File: config.mk
export PLATFORM = sky130hd
export DESIGN_NAME = mem_stage
export DESIGN_NICKNAME = d
export VERILOG_FILES = /design/src/rtl/mem_stage_pkg.sv /design/src/rtl/mem_stage_load_align.sv /design/src/rtl/mem_stage.sv
export SDC_FILE = /design/constraint.sdc
export NUM_CORES = 1
export LEC_CHECK = 0
export BUFFER_PORTS_ARGS = -buffer_cell sky130_fd_sc_hd__clkbuf_2
export CORE_AREA = 2 2 205 207
export DETAILED_ROUTE_END_ITERATION = 10
export DIE_AREA = 0 0 207 209
export SLEW_MARGIN = 10
export SYNTH_ARGS = -nofsm -noshare
export SYNTH_HDL_FRONTEND = slang
export SYNTH_SLANG_ARGS = --single-unit
File: constraint.sdc
create_clock -name clk -period 3.3 [get_ports clk]
set_clock_uncertainty 0.2 [all_clocks]
set_input_delay 0.495 -clock clk [delete_from_list [all_inputs] [get_ports clk]]
set_output_delay 0.495 -clock clk [all_outputs]
set_load 0.02 [all_outputs]
File: src/rtl/mem_stage_pkg.sv
// Shared widths, bus layouts and mem_op bit positions for the memory stage.
package mem_stage_pkg;

    localparam int EX_TO_MEM_WD  = 167;
    localparam int MEM_TO_WB_WD  = 136;
    localparam int MEM_TO_RF_WD  = 104;
    localparam int HILO_WD       = 66;
    localparam int EXCEPTTYPE_WD = 16;

    localparam int OP_LB  = 7;
    localparam int OP_LBU = 6;
    localparam int OP_LH  = 5;
    localparam int OP_LHU = 4;
    localparam int OP_LW  = 3;
    localparam int OP_SB  = 2;
    localparam int OP_SH  = 1;
    localparam int OP_SW  = 0;

    localparam int EXC_ADEL = 7;

    typedef struct packed {
        logic        hi_we;
        logic        lo_we;
        logic [31:0] hi;
        logic [31:0] lo;
    } hilo_t;

    typedef struct packed {
        logic [EXCEPTTYPE_WD-1:0] excepttype;
        logic [7:0]               mem_op;
        hilo_t                    hilo;
        logic [31:0]              ex_pc;
        logic                     data_ram_en;
        logic                     data_ram_wen;
        logic [3:0]               data_ram_sel;
        logic                     sel_rf_res;
        logic                     rf_we;
        logic [4:0]               rf_waddr;
        logic [31:0]              ex_result;
    } ex_to_mem_t;

endpackage

File: src/rtl/mem_stage_load_align.sv
// Extracts and extends the loaded byte/halfword/word from the SRAM read word.
module mem_stage_load_align
    import mem_stage_pkg::*;
(
    input  logic [31:0] rdata_eff,
    input  logic [1:0]  addr,
    input  logic [7:0]  mem_op,
    output logic [31:0] load_data
);
    logic [7:0]  byte_sel;
    logic [15:0] half_sel;

    always_comb begin
        byte_sel = 8'h00;
        case (addr)
            2'd0: byte_sel = rdata_eff[7:0];
            2'd1: byte_sel = rdata_eff[15:8];
            2'd2: byte_sel = rdata_eff[23:16];
            2'd3: byte_sel = rdata_eff[31:24];
            default: byte_sel = 8'h00;
        endcase
        half_sel = addr[1] ? rdata_eff[31:16] : rdata_eff[15:0];
    end

    always_comb begin
        load_data = 32'h0;
        if (mem_op[OP_LB])       load_data = {{24{byte_sel[7]}}, byte_sel};
        else if (mem_op[OP_LBU]) load_data = {24'h0, byte_sel};
        else if (mem_op[OP_LH])  load_data = {{16{half_sel[15]}}, half_sel};
        else if (mem_op[OP_LHU]) load_data = {16'h0, half_sel};
        else if (mem_op[OP_LW])  load_data = rdata_eff;
    end
endmodule

File: src/rtl/mem_stage.sv
// Memory-access pipeline stage: EX->MEM register, load data capture/alignment,
// exception squash of RF/HI/LO writes, and WB / forwarding / CP0 outputs.
module mem_stage
    import mem_stage_pkg::*;
#(
    parameter int EX_TO_MEM_WD_P = EX_TO_MEM_WD,
    parameter int MEM_TO_WB_WD_P = MEM_TO_WB_WD,
    parameter int MEM_TO_RF_WD_P = MEM_TO_RF_WD
) (
    input  logic                      clk,
    input  logic                      resetn,
    input  logic                      stall,
    input  logic                      flush,
    input  logic [EX_TO_MEM_WD_P-1:0] ex_to_mem_bus,
    input  logic [31:0]               data_sram_rdata,
    output logic [MEM_TO_WB_WD_P-1:0] mem_to_wb_bus,
    output logic [MEM_TO_RF_WD_P-1:0] mem_to_rf_bus,
    output logic [15:0]               excepttype_o,
    output logic [31:0]               mem_pc,
    output logic [31:0]               bad_vaddr
);
    ex_to_mem_t  ms;
    logic        first_cyc;
    logic [31:0] rdata_hold;
    logic [31:0] rdata_eff;
    logic [31:0] load_data;
    logic        exc_any;
    logic        rf_we;
    logic [31:0] rf_wdata;
    hilo_t       hilo_out;
    logic        unused_bits;

    always_ff @(posedge clk or negedge resetn) begin
        if (!resetn) begin
            ms         <= '0;
            first_cyc  <= 1'b0;
            rdata_hold <= 32'h0;
        end else begin
            if (flush)       ms <= '0;
            else if (!stall) ms <= ex_to_mem_bus;
            first_cyc <= !(stall || flush);
            // SRAM output is only valid the cycle after issue; keep it for long stalls
            if (first_cyc) rdata_hold <= data_sram_rdata;
        end
    end

    assign rdata_eff = first_cyc ? data_sram_rdata : rdata_hold;

    mem_stage_load_align u_load_align (
        .rdata_eff (rdata_eff),
        .addr      (ms.ex_result[1:0]),
        .mem_op    (ms.mem_op),
        .load_data (load_data)
    );

    assign exc_any  = |ms.excepttype;
    assign rf_we    = ms.rf_we && !exc_any;
    assign rf_wdata = ms.sel_rf_res ? load_data : ms.ex_result;

    always_comb begin
        hilo_out = ms.hilo;
        if (exc_any) begin
            hilo_out.hi_we = 1'b0;
            hilo_out.lo_we = 1'b0;
        end
    end

    assign mem_to_wb_bus = {hilo_out, ms.ex_pc, rf_we, ms.rf_waddr, rf_wdata};
    assign mem_to_rf_bus = {hilo_out, rf_we, ms.rf_waddr, rf_wdata};
    assign excepttype_o  = ms.excepttype;
    assign mem_pc        = ms.ex_pc;
    assign bad_vaddr     = ms.ex_result;

    assign unused_bits = ^{ms.data_ram_en, ms.data_ram_wen, ms.data_ram_sel};
endmodule

After elaboration in Yosys (flattened, before gate mapping)

Cells that the tools add are included.
W data, S select, Z words.

Bits in registers: 194
Bits of input ports: 203
Output and inout port bits: 320
Logic and storage cells: 35

Equality and inequality tests: 4
Muxes and demuxes: 12
Reductions and logical operators: 6

Operator list:

| kind                 | number |
|---|---|
| $mux W167            | 2 |
| $mux W32             | 7 |
| $pmux W8 S4          | 1 |
| $mux W16             | 1 |
| $reduce_or A16 Y1    | 1 |
| $eq A2 B2 Y1 const B | 2 |
| $eq A2 B1 Y1 const B | 1 |
| $logic_not A1 Y1     | 2 |
| $logic_not A2 Y1     | 1 |
| $mux W2              | 1 |
| $ne A2 B1 Y1 const B | 1 |
| $logic_and A1 B1 Y1  | 1 |
| $logic_or A1 B1 Y1   | 1 |

Longest topological paths before layout

Depth after elaboration: 7
Depth in mapped cells: 7
Mapped depth without buffers: 5

Hierarchy

A second synthesis with hierarchy kept.

Cell total of the unflattened synthesis: 1,044
Area total of the unflattened synthesis: 11,307.1 sq um

By module, submodules not included:

| module               | instances | cells an instance | area each (sq um) | sequential area each (sq um) |
|---|---|---|---|---|
| mem_stage            | 1         | 922               | 10,276.1          | 4,854.7 |
| mem_stage_load_align | 1         | 122               | 1,031.0           | 0.0 |

Worst setup path before layout

Ideal clock, no wire load.

Path type: register -> output
Start: register first_cyc
End: output mem_to_wb_bus[7]
Arrival: 2,221 ps
Required time: 2,605 ps
Slack: 384 ps
Cell stages (with the launch flop): 7
Path buffers: 2
Cell sequence: dfrtp_1 > buf_6 > mux2i_1 > a21oi_1 > nor3_1 > o311ai_0 > buf_4

Longest elaborated chain between the ends: 7
Elaborated cells on any way between the ends: 9
Those cells by class: mux: 9

Ends and longest elaborated chain:

| item                                        | line                                                   | text |
|---|---|---|
| from (decl)                                 | mem_stage.sv:23                                        | `logic first_cyc;` |
| from (signal assigned)                      | mem_stage.sv:41                                        | `first_cyc <= !(stall \|\| flush);` |
| $mux W32 (*)                                | -                                                      |  |
| $mux W32 / $mux W16 (equally long branches) | mem_stage_load_align.sv:31, mem_stage_load_align.sv:22 |  |
| $mux W32                                    | mem_stage_load_align.sv:30                             | `else if (mem_op[OP_LHU]) load_data = {16'h0, half_sel};` |
| $mux W32                                    | mem_stage_load_align.sv:29                             | `else if (mem_op[OP_LH]) load_data = {{16{half_sel[15]}}, half_sel};` |
| $mux W32                                    | mem_stage_load_align.sv:28                             | `else if (mem_op[OP_LBU]) load_data = {24'h0, byte_sel};` |
| $mux W32 (*)                                | mem_stage_load_align.sv:27                             | `if (mem_op[OP_LB]) load_data = {{24{byte_sel[7]}}, byte_sel};` |
| $mux W32 (*)                                | mem_stage.sv:58                                        | `assign rf_wdata = ms.sel_rf_res ? load_data : ms.ex_result;` |
| to (decl)                                   | mem_stage.sv:16                                        | `output logic [MEM_TO_WB_WD_P-1:0] mem_to_wb_bus,` |

Mark *: on every way between the ends. The rest lies on a longest branch, timed or not.

Worst setup path in the final report

Start: register first_cyc
End: output mem_to_wb_bus[17]

Elaborated cells on any way between the ends: 9
Those cells by class: mux: 9

RTL lines:

| item             | line                       | text |
|---|---|---|
| $mux W32         | -                          |  |
| via rdata_eff[7] | mem_stage.sv:25            | `logic [31:0] rdata_eff;` |
| $pmux W8 S4      | mem_stage_load_align.sv:15 | `case (addr)` |
| $mux W32         | mem_stage_load_align.sv:27 |  |
| $mux W32         | mem_stage.sv:58            |  |

The timed path passes the listed nets, and every way through them passes these cells.

==> impl_metrics.env <==
export IMPL_status="completed"
export IMPL_grt_ovfl_total=0
export IMPL_via_count=7656
export IMPL_p_per_area_mw_per_mm2=488
export IMPL_arrival_ns=2.56
export IMPL_netlist_area_mm2=0.0108
export IMPL_leakage_nw=6.98
export IMPL_core_area_mm2=0.0413
export IMPL_avgSynthCellArea_um2=10.4
export IMPL_clock_path_buffers=2
export IMPL_crit_fanout=24
export IMPL_path_clk_slew_ns=0.08
export IMPL_cp_end_kind="primary output"
export IMPL_regArea_mm2=0.00478
export IMPL_dr_max_layer_used="met5"
export IMPL_numCtsBuffers=17
export IMPL_ys_warn_count=0
export IMPL_critical_path_required_ns=2.60
export IMPL_ir_drop_v=0.000339
export IMPL_gr_usage_all_layers=0.138
export IMPL_gp_congestion=0.808
export IMPL_multiInputGateArea_mm2=0.00362
export IMPL_final_util=0.304
export IMPL_first_iter_violations=348
export IMPL_crit_path_start_kind="register"
export IMPL_drt_pass1_iterations=4
export IMPL_hold_path_class="input port to register"
export IMPL_cts_tree="done"
export IMPL_period_minus_slack_ns=3.25
export IMPL_wl_per_cell_um=17.0
export IMPL_worst_slew_pin_slew_ns=0.605
export IMPL_netlist_area_leader_share=0.443
export IMPL_cts_num_sinks=191
export IMPL_fmax_mhz=308
export IMPL_syn_inst=1037
export IMPL_hold_violations=0
export IMPL_wl_met1_um=14000
export IMPL_yosys_area_top_type="dfrtp_1"
export IMPL_fp_dieH_um=209
export IMPL_dieArea_mm2=0.0433
export IMPL_ys_seq_area_frac=0.443
export IMPL_syn_num_nets=1240
export IMPL_final_setup_tns_ns=0
export IMPL_fin_nets=1453
export IMPL_synth_area_leaders="dfrtp_1 44%, buf_4 20%, mux2i_1 15%, nor2_1 6.7%, mux2_2 3.1%"
export IMPL_first_global_vias=7520
export IMPL_ys_async_sr_fraction=1.00
export IMPL_grt_max_degree=68
export IMPL_period_share=0.985
export IMPL_antenna_found_initial=4
export IMPL_drt_total_wl_um=30600
export IMPL_syn2layout_area_growth_pct=16.2
export IMPL_relSlewSlack=0.596
export IMPL_start_util=0.261
export IMPL_grt_pass1_wl_um=45500
export IMPL_synth_top_flop_cell="dfrtp_1"
export IMPL_slew_violations=0
export IMPL_synth_cell_types=41
export IMPL_max_cap_viol_count=0
export IMPL_ys_ff_latch=191
export IMPL_critical_path_class="register to primary output"
export IMPL_ant_nets=0
export IMPL_setup_viol=0
export IMPL_htree_levels=4
export IMPL_drc=0
export IMPL_power_total_mw=6.12
export IMPL_insertion_delay_ns=0.46
export IMPL_placementRows=75
export IMPL_vias_per_cell=4.25
export IMPL_wl_met3_um=1810
export IMPL_boundaryPins=523
export IMPL_rsz0062_at_grt="yes"
export IMPL_wl_met2_um=14300
export IMPL_hold_worst_slack_ns=0.0653
export IMPL_fillCellCount=4348
export IMPL_synth_edf_count=0
export IMPL_root_buffer="clkbuf_16"
export IMPL_hpwlAfterDp_um=23600
export IMPL_port_buffers=513
export IMPL_die_w_um=207
export IMPL_drive_gt1_frac=0.491
## kinds of logic (layout without fill, tap and decap cells)
kind of cell / after synthesis / in the layout / share of synthesized area
flip-flops: 191 / 191 / 0.443
AO/OA/AOI/OAI: 88 / 88 / 0.0589
buffers and inverters: 348 / 574 / 0.224
other: 0 / 1 / 0
AND/OR/NAND/NOR: 213 / 213 / 0.0781
multiplexers: 197 / 197 / 0.196
## power breakdown
part           switching, mW  internal [mW]  total, mW
sequential             0.131           2.51       2.64
combinational          0.830          0.517       1.35
clock                   1.00           1.13       2.13
## synthesized netlist by cell type (4+ instances only)
cell	count
clkbuf_1	34
buf_2	16
buf_1	4
mux4_2	4
buf_4	286
nor4_1	4
dfrtp_1	191
a21oi_1	24
o21ai_0	11
a211o_1	19
mux2_2	30
a31o_2	6
nor2_1	193
a22oi_1	6
o21bai_1	5
inv_1	5
mux2i_1	159
## cell usage in the layout (no fill, tap or decap), types with 3 or more instances in the layout
master,count
dfrtp_1,188
nand2_1,3
o21ai_0,11
a211o_1,19
nor4_1,4
inv_6,3
a22oi_1,3
clkbuf_16,17
inv_1,5
a31oi_1,3
nor2_1,193
nor2b_1,3
buf_4,16
clkbuf_2,510
dfrtp_2,3
a21oi_1,24
a22oi_2,3
mux4_1,3
mux2i_1,159
a31o_2,6
clkinv_4,3
clkinvlp_4,3
mux4_2,4
buf_12,6
mux2_2,30
o21bai_1,5
## worst paths after layout
kind                              startpoint                 to  slack [ns]  depth (start not counted)
min in group asynchronous             resetn      bad_vaddr[18]        0.41                          2
setup / recovery                   first_cyc  mem_to_wb_bus[17]        0.05                          6
hold / removal             ex_to_mem_bus[21]      bad_vaddr[21]        0.07                          3
max in group asynchronous             resetn  mem_to_rf_bus[55]        1.71                          3
hold reg to reg                rdata_hold[1]      rdata_hold[1]        0.30                          1
setup reg to reg                   first_cyc     rdata_hold[17]        1.89                          2
## stage by stage
step                cell area, um^2  instances  setup WS [ns]
finish                        12500       1803         0.0488
global route                  12500       1803        -0.0410
CTS                           12500       1802         0.0208
detailed placement            11900       1769          0.462
global placement              11900       1769          0.470
floorplan                     10800       1037          0.384
## metal layers
| metal | vias up | track usage |
|---|---|---|
| met2 | 226 | 0.209 |
| li1 | 3610 | - |
| met5 | - | 0 |
| met3 | 31 | 0.0412 |
| met1 | 3783 | 0.188 |
| met4 | 6 | 0.0441 |
## critical path: stages (launching register included)
cell and delay, ns:
dfrtp_2 0.48, buf_8 0.20, mux2_4 0.34, o311a_1 0.31, o31a_4 0.23, a211o_1 0.35
clkbuf_2 0.17
## layout make-up
| class | instances | area share |
|---|---|---|
| clock inverter | 14 | 0.0129 |
| timing repair buffer | 537 | 0.228 |
| antenna | 1 | 0.000199 |
| sequential | 191 | 0.381 |
| clock buffer | 18 | 0.0342 |
| inverter | 5 | 0.00150 |
| multi-input combinational | 498 | 0.288 |
| tap | 539 | 0.0537 |
## state kept, by name, summed over array words and instances (netlist names)
name	count
mem_to_rf_bus	69
bad_vaddr	32
mem_pc	32
rdata_hold	32
excepttype_o	16
ms	9
first_cyc	1
## what timing repair did
item	CTS	global route
hold buffers	1	0
setup endpoints to repair	28	31
pin swaps	1	0
buffers inserted	0	0
gates cloned	0	0
hold endpoints to repair	65	0
gates resized for setup	5	8
Power figures use the tool's default switching activity.
